$ cat src/rtl/tx_ctrl_pkg.sv
// Shared types and constants for the 64b/66b transmit sequencing controller.
package tx_ctrl_pkg;

    // Controller states; encodings are visible on o_state.
    typedef enum logic [1:0] {
        ST_RESET_HOLD = 2'd0,
        ST_WAIT_READY = 2'd1,
        ST_INIT_WAIT  = 2'd2,
        ST_RUN        = 2'd3
    } tx_state_t;

    localparam int REINIT_COUNT_W = 8;

    // The gearbox cadence only runs while the encoder is out of reset.
    function automatic logic is_active(input tx_state_t s);
        return (s == ST_INIT_WAIT) || (s == ST_RUN);
    endfunction

endpackage

$ cat src/rtl/tx_ready_filter.sv
// Consecutive-high filter for the serdes ready flag. locked asserts on the
// cycle whose edge would bring the run of highs up to LOCK_FILTER, so the
// owner can change state on that same edge.
module tx_ready_filter #(
    parameter int LOCK_FILTER = 4
) (
    input  logic clk,
    input  logic reset,
    input  logic clear,
    input  logic in,
    output logic locked
);

    localparam int CW = $clog2(LOCK_FILTER + 1);

    logic [CW-1:0] count_reg;
    logic [CW-1:0] count_next;

    // Count consecutive highs, saturating at LOCK_FILTER; any low or clear restarts.
    always_comb begin
        count_next = count_reg;
        if (clear || !in) begin
            count_next = '0;
        end else if (count_reg != CW'(LOCK_FILTER)) begin
            count_next = count_reg + 1'b1;
        end
    end

    // Filter count register.
    always_ff @(posedge clk or posedge reset) begin
        if (reset) begin
            count_reg <= '0;
        end else begin
            count_reg <= count_next;
        end
    end

    assign locked = (count_next == CW'(LOCK_FILTER));

endmodule

$ cat src/rtl/tx_encode_ctrl.sv
// Sequencing controller for the 64b/66b TX encoder and gearbox: releases the
// encoder once serdes TX is ready, holds an init period, then runs the
// gearbox pause cadence and tells the MAC when a word is accepted.
// Optional build macro TX_CTRL_PAUSE_LOOKAHEAD_EN adds o_pause_next and
// masks o_mac_ready one cycle ahead of each pause.
module tx_encode_ctrl
    import tx_ctrl_pkg::*;
#(
    parameter int PAUSE_PERIOD     = 32,
    parameter int INIT_WAIT_CYCLES = 64,
    parameter int LOCK_FILTER      = 4
) (
    input  logic                               i_txc,
    input  logic                               i_reset,
    input  logic                               i_serdes_ready,
    input  logic                               i_force_reinit,
    output logic                               o_encoder_reset,
    output logic                               o_init_done,
    output logic                               o_tx_pause,
    output logic                               o_mac_ready,
    output logic [$clog2(PAUSE_PERIOD+1)-1:0]  o_gearbox_seq,
    output logic [1:0]                         o_state,
    output logic [REINIT_COUNT_W-1:0]          o_reinit_count
`ifdef TX_CTRL_PAUSE_LOOKAHEAD_EN
    ,
    output logic                               o_pause_next
`endif
);

    localparam int SW = $clog2(PAUSE_PERIOD + 1);
    localparam int IW = $clog2(INIT_WAIT_CYCLES + 1);

    tx_state_t                 state_reg, state_next;
    logic [IW-1:0]             init_cnt_reg, init_cnt_next;
    logic [SW-1:0]             seq_reg, seq_next;
    logic [REINIT_COUNT_W-1:0] reinit_reg, reinit_next;
    logic                      locked;
    logic                      drop;
    logic                      pause;

    tx_ready_filter #(
        .LOCK_FILTER (LOCK_FILTER)
    ) u_ready_filter (
        .clk    (i_txc),
        .reset  (i_reset),
        .clear  (state_reg != ST_WAIT_READY),
        .in     (i_serdes_ready),
        .locked (locked)
    );

    // Ready loss and a forced reinit are one event; either restarts the sequence.
    assign drop = !i_serdes_ready || i_force_reinit;

    // Next-state, init counter, gearbox cadence and reinit counter.
    always_comb begin
        state_next    = state_reg;
        init_cnt_next = '0;
        seq_next      = '0;
        reinit_next   = reinit_reg;

        case (state_reg)
            ST_RESET_HOLD: state_next = ST_WAIT_READY;
            ST_WAIT_READY: begin
                // A low ready here only restarts the filter.
                if (i_force_reinit) begin
                    state_next = ST_RESET_HOLD;
                end else if (locked) begin
                    state_next = ST_INIT_WAIT;
                end
            end
            ST_INIT_WAIT: begin
                if (drop) begin
                    state_next = ST_RESET_HOLD;
                end else if (init_cnt_reg == IW'(INIT_WAIT_CYCLES - 1)) begin
                    state_next = ST_RUN;
                end
            end
            ST_RUN: begin
                if (drop) begin
                    state_next = ST_RESET_HOLD;
                end
            end
            default: state_next = ST_RESET_HOLD;
        endcase

        if (state_reg == ST_INIT_WAIT && state_next == ST_INIT_WAIT) begin
            init_cnt_next = init_cnt_reg + 1'b1;
        end

        // Cadence restarts at 0 on entry to INIT_WAIT and carries into RUN.
        if (is_active(state_reg) && is_active(state_next)) begin
            seq_next = (seq_reg == SW'(PAUSE_PERIOD)) ? '0 : seq_reg + 1'b1;
        end

        if (state_reg == ST_RUN && state_next == ST_RESET_HOLD && reinit_reg != '1) begin
            reinit_next = reinit_reg + 1'b1;
        end
    end

    // State and counter registers.
    always_ff @(posedge i_txc or posedge i_reset) begin
        if (i_reset) begin
            state_reg    <= ST_RESET_HOLD;
            init_cnt_reg <= '0;
            seq_reg      <= '0;
            reinit_reg   <= '0;
        end else begin
            state_reg    <= state_next;
            init_cnt_reg <= init_cnt_next;
            seq_reg      <= seq_next;
            reinit_reg   <= reinit_next;
        end
    end

    // Outputs decode registered state only, so no input reaches them combinationally.
    assign pause           = is_active(state_reg) && (seq_reg == SW'(PAUSE_PERIOD));
    assign o_tx_pause      = pause;
    assign o_encoder_reset = (state_reg == ST_RESET_HOLD) || (state_reg == ST_WAIT_READY);
    assign o_init_done     = (state_reg == ST_RUN);
    assign o_gearbox_seq   = seq_reg;
    assign o_state         = state_reg;
    assign o_reinit_count  = reinit_reg;

`ifdef TX_CTRL_PAUSE_LOOKAHEAD_EN
    logic pause_ahead;
    assign pause_ahead  = is_active(state_reg) && (seq_reg == SW'(PAUSE_PERIOD - 1));
    assign o_pause_next = pause_ahead;
    assign o_mac_ready  = (state_reg == ST_RUN) && !pause && !pause_ahead;
`else
    assign o_mac_ready  = (state_reg == ST_RUN) && !pause;
`endif

endmodule

$ cat config.mk
export PLATFORM = sky130hd
export DESIGN_NAME = tx_encode_ctrl
export DESIGN_NICKNAME = d
export VERILOG_FILES = /design/src/rtl/tx_ctrl_pkg.sv /design/src/rtl/tx_ready_filter.sv /design/src/rtl/tx_encode_ctrl.sv
export SDC_FILE = /design/constraint.sdc
export NUM_CORES = 1
export LEC_CHECK = 0
export ABC_AREA = 1
export BUFFER_PORTS_ARGS = -buffer_cell sky130_fd_sc_hd__buf_2
export CAP_MARGIN = 20
export CORE_MARGIN = 2
export CORE_UTILIZATION = 35
export DETAILED_ROUTE_END_ITERATION = 6
export MAX_ROUTING_LAYER = met4
export PLACE_DENSITY_LB_ADDON = 0.3
export SYNTH_ARGS = -nofsm -noshare
export SYNTH_HDL_FRONTEND = slang
export SYNTH_HIERARCHICAL = 1
export SYNTH_SLANG_ARGS = --single-unit
$ cat constraint.sdc
create_clock -name i_txc -period 1.1 [get_ports i_txc]
set_input_delay 0.11 -clock i_txc [delete_from_list [all_inputs] [get_ports i_txc]]
set_output_delay 0.11 -clock i_txc [all_outputs]
set_load 0.02 [all_outputs]
==> metrics.md <==
| Metric | Value |
|---|---|
| Max transition margin | `74.7%` |
| Die area | `4610 um^2` |
| Port buffer count | `23` |
| Hold Path Stages | `2` |
| Vias in the first global route | `1271` |
| M1 wire length | `1.41 mm` |
| Yosys cell types | `25` |
| Worst path cell trace | `inv_4 -> nand2_2 -> inv_1 -> nand2_1 -> nor2_1 -> nand3_1 -> nor2_2 -> inv_1 -> o31ai_2` |
| First-pass GRT wire length | `5.23 mm` |
| Most frequent CP cell | `inv_1` |
| Final Hold Viols | `0` |
| Num CTS Buffers | `3` |
| Hold Path Class | `in -> reg` |
| PD cells | `817 nW/um^2` |
| DRC | `0` |
| Fmax | `a little over 700 MHz` |
| Period utilization | `127%` |
| Global Route Usage Sum | `15.6%` |
| Slew at the pin with the worst max-slew slack | `0.377 ns` |
| Slowest CP cell | `dfrtp_2` |
| Worst Hold Path EP | `o_state[1]$_DFF_PP0_` |
| Worst Skew | `around 0.0079 ns` |
| CP Class | `reg -> reg` |
| Pre-antenna DRT Iters | `4` |
| Syn avg cell area | `between 8 and 9 um^2` |
| Pre-CTS setup slack | `-0.246 ns` |
| Layout Nets | `between 200 and 300` |
| Flip-flop count of the largest register after layout | `8` |
| Root buffer cell | `clkbuf_8` |
| I/O pin total | `24` |
| Largest net degree at the start of global routing | `24` |
| Dpl hpwl | `2.13 mm` |
| Top cell type's share of synthesized area | `45.5%` |
| Diodes inserted | `0` |
| Sequential power share | `49.5%` |
| Cell Count Post-Placement | `approximately 280` |
| Non-Filler Instances | `300` |
| Clock transition at path regs | `0.10 ns` |
| Synth top area cells | `dfrtp_1 (46%), nand2_1 (12%), nor2_1 (7.4%)` |
| CP startpoint kind | `flop` |
| Area of the mapped netlist | `1430 um^2` |
| Net Sw Power | `436 uW` |
| Top sig layer | `met4` |
| Failing checks | `negative setup slack` |
| Core Area | `roughly 4000 um^2` |
| Initial Util | `36.0%` |
| Fin crit period | `~1.4 ns` |
| Post-synthesis cell count | `between 150 and 200` |
| Met2 wire length | `2.07 mm` |
| Remaining Overflow, GRT | `0` |
| Cell row count | `23` |
| Max Slew Vio Count | `0` |
| Area growth, synth to finish | `70.8%` |
| Crit path largest cell delay | `0.45 ns` |
| Routed wire length per instance | `12.1 um` |
| CTS max path bufs | `2` |
| CTS tree | `yes` |
| FFs w/ async S/R, synth | `100%` |
| Internal power | `1560 uW` |
| TritonCTS Sinks | `26` |
| Clk pwr share | `39.9%` |
| H-tree depth | `1` |
| FF-to-FF setup slack | `-0.30 ns` |
| Post-route setup slack | `-0.300 ns` |
| FF-to-FF Start | `o_state[1]$_DFF_PP0_` |
| # fillers | `around 330` |
| Endpoint class of the critical path | `flop` |
| Gate power share | `between 10% and 20%` |
| Switching Share | `approximately 22%` |
| Post-Route WL | `about 3.6 mm` |
| Initial antenna violation count | `0` |
| Max_cap viols | `0` |
| Final TNS setup | `-3.88 ns` |
| Clk_lat worst skew | `0.27 ns` |
| CP required | `1.29 ns` |
| Crit path DAT | `1.59 ns` |
| Largest area contributor in the synthesized netlist | `dfrtp_1` |
| Die Height | `67.9 um` |
| Total number of vias | `1387` |
| Area of the multi-input gates | `898 um^2` |
| Worst vdd ir | `0.661 mV` |
| Most common flop cell mapped by yosys | `dfrtp_1` |
| Overall Power | `roughly 2000 uW` |
| Yosys reg bits | `26` |
| Status | `finished with violations` |
| Reg2reg end | `o_state[1]$_DFF_PP0_` |
| EDFF count, synth | `0` |
| Sequential fraction of the synthesis area | `45.5%` |
| Chip width | `67.9 um` |
| Min-delay src | `i_force_reinit` |
| Number of antenna-violating nets in the routed design | `0` |
| YS warnings | `6` |
| Final setup viols | `28` |
| Drt first-iter violations | `32` |
| Met3 routed WL | `75 um` |
| R2R cell count | `9` |
| Register area | `661 um^2` |
| Syn nets | `roughly 190` |
| RSZ-0062 raised after global routing | `yes` |
| CP max FO | `3` |
| Vias per cell | `roughly 4.6` |
| Share of post-route cells with drive strength above 1 | `a little under three fifths` |
| LEAKAGE | `0.00114 uW` |
| GP Congestion | `0.734` |
-- area by class of cell --
cell class / instances / share of cell area (%)
Timing Repair Buffer: 67 / 25.7
Inverter: 27 / 4.97
Multi-Input combinational cell: 126 / 36.8
Clock inverter: 1 / 1.23
Tap cell: 50 / 2.56
Sequential cell: 26 / 27.1
Clock buffer: 3 / 1.69
-- routing by layer --
metal  up-vias  track usage [%]
li1        688                -
met1       677             17.0
met2        16             29.0
met3         6             2.63
met4         0             4.50
met5         -                -
-- worst max path at each step --
stage                                     startpoint                   end  slack [ns]  depth (start not counted)
2_1_floorplan                   o_state[1]$_DFF_PP0_  o_state[1]$_DFF_PP0_       -0.26                          9
3_3_place_gp                    o_state[1]$_DFF_PP0_  o_state[1]$_DFF_PP0_       -0.21                          9
3_5_place_dp   u_ready_filter/count_reg[0]$_DFF_PP0_  o_state[1]$_DFF_PP0_       -0.25                          9
4_1_cts                   o_gearbox_seq[2]$_DFF_PP0_            o_tx_pause       -0.29                          3
5_1_grt                         o_state[1]$_DFF_PP0_  o_state[1]$_DFF_PP0_       -0.38                          9
6_report                        o_state[1]$_DFF_PP0_  o_state[1]$_DFF_PP0_       -0.30                          9
-- synth_stat cells (2+ instances only) --
cell type,count
nand2_2,4
o21ai_1,2
nor2_2,2
ha_1,6
xor2_1,5
nor2_1,28
a21oi_1,3
dfrtp_1,26
xnor2_1,4
nand2_1,44
nand3_1,13
inv_2,2
nor2_4,3
inv_1,23
o21ai_0,3
-- cells by family (layout without fill, tap and decap cells) --
kind of cell / count (synthesis) / after routing / synth area share [%]
buffers and inverters: 27 / 98 / 7.27
AND/OR/NAND/NOR: 101 / 102 / 33.1
XOR/XNOR: 9 / 9 / 5.52
adder cells (fa/ha/maj): 6 / 6 / 5.25
AO/OA/AOI/OAI: 9 / 9 / 3.33
flip-flops: 26 / 26 / 45.5
-- power groups by stage --
stage	clock, uW	sequential (uW)	combinational, uW
after floorplan	0	1020	67.7
after global placement	0	1000	150
after detailed placement	0	1010	151
after CTS	822	988	185
after global routing	856	991	232
final	796	988	211
-- stage by stage --
stage	utilization [%]	hold slack (ns)	instance area (um^2)
after floorplan	-	-0.136	1520
after global placement	48.3	-0.0105	1920
after detailed placement	48.3	-0.0124	1920
after CTS	56.8	0.105	2250
after global routing	61.5	0.107	2440
final	61.5	0.120	2440
-- critical path, delay by kind of cell (launching register included) --
| family | cells | cell delay [ns] |
|---|---|---|
| AOI/OAI and AO/OA | 1 | 0.17 |
| buffers and inverters | 3 | 0.19 |
| DFF | 1 | 0.45 |
| and+or+nand+nor | 5 | 0.50 |
-- timing repair --
action,in CTS,in global routing
hold endpoints to repair,26,0
setup endpoints to repair,36,42
hold buffers,1,0
resized for setup,58,43
pin swaps,19,18
setup buffers,8,7
gates cloned,1,0
-- cells in the final DEF, fill, tap and decap left out, drive strengths merged --
cell / Yosys / layout
nor2: 34 / 34
ha: 6 / 6
clkinv: 1 / 1
nand4: 1 / 1
bufinv: 0 / 1
clkbuf: 0 / 3
nor3: 1 / 1
nand2: 49 / 50
dfrtp: 26 / 26
and2: 1 / 1
o21ai: 5 / 5
dlygate4sd3: 0 / 1
o31ai: 1 / 1
or2: 1 / 1
xor2: 5 / 5
nand3b: 1 / 1
xnor2: 4 / 4
buf: 0 / 66
nand3: 13 / 13
inv: 26 / 26
a21oi: 3 / 3
Power figures use the tool's default switching activity.
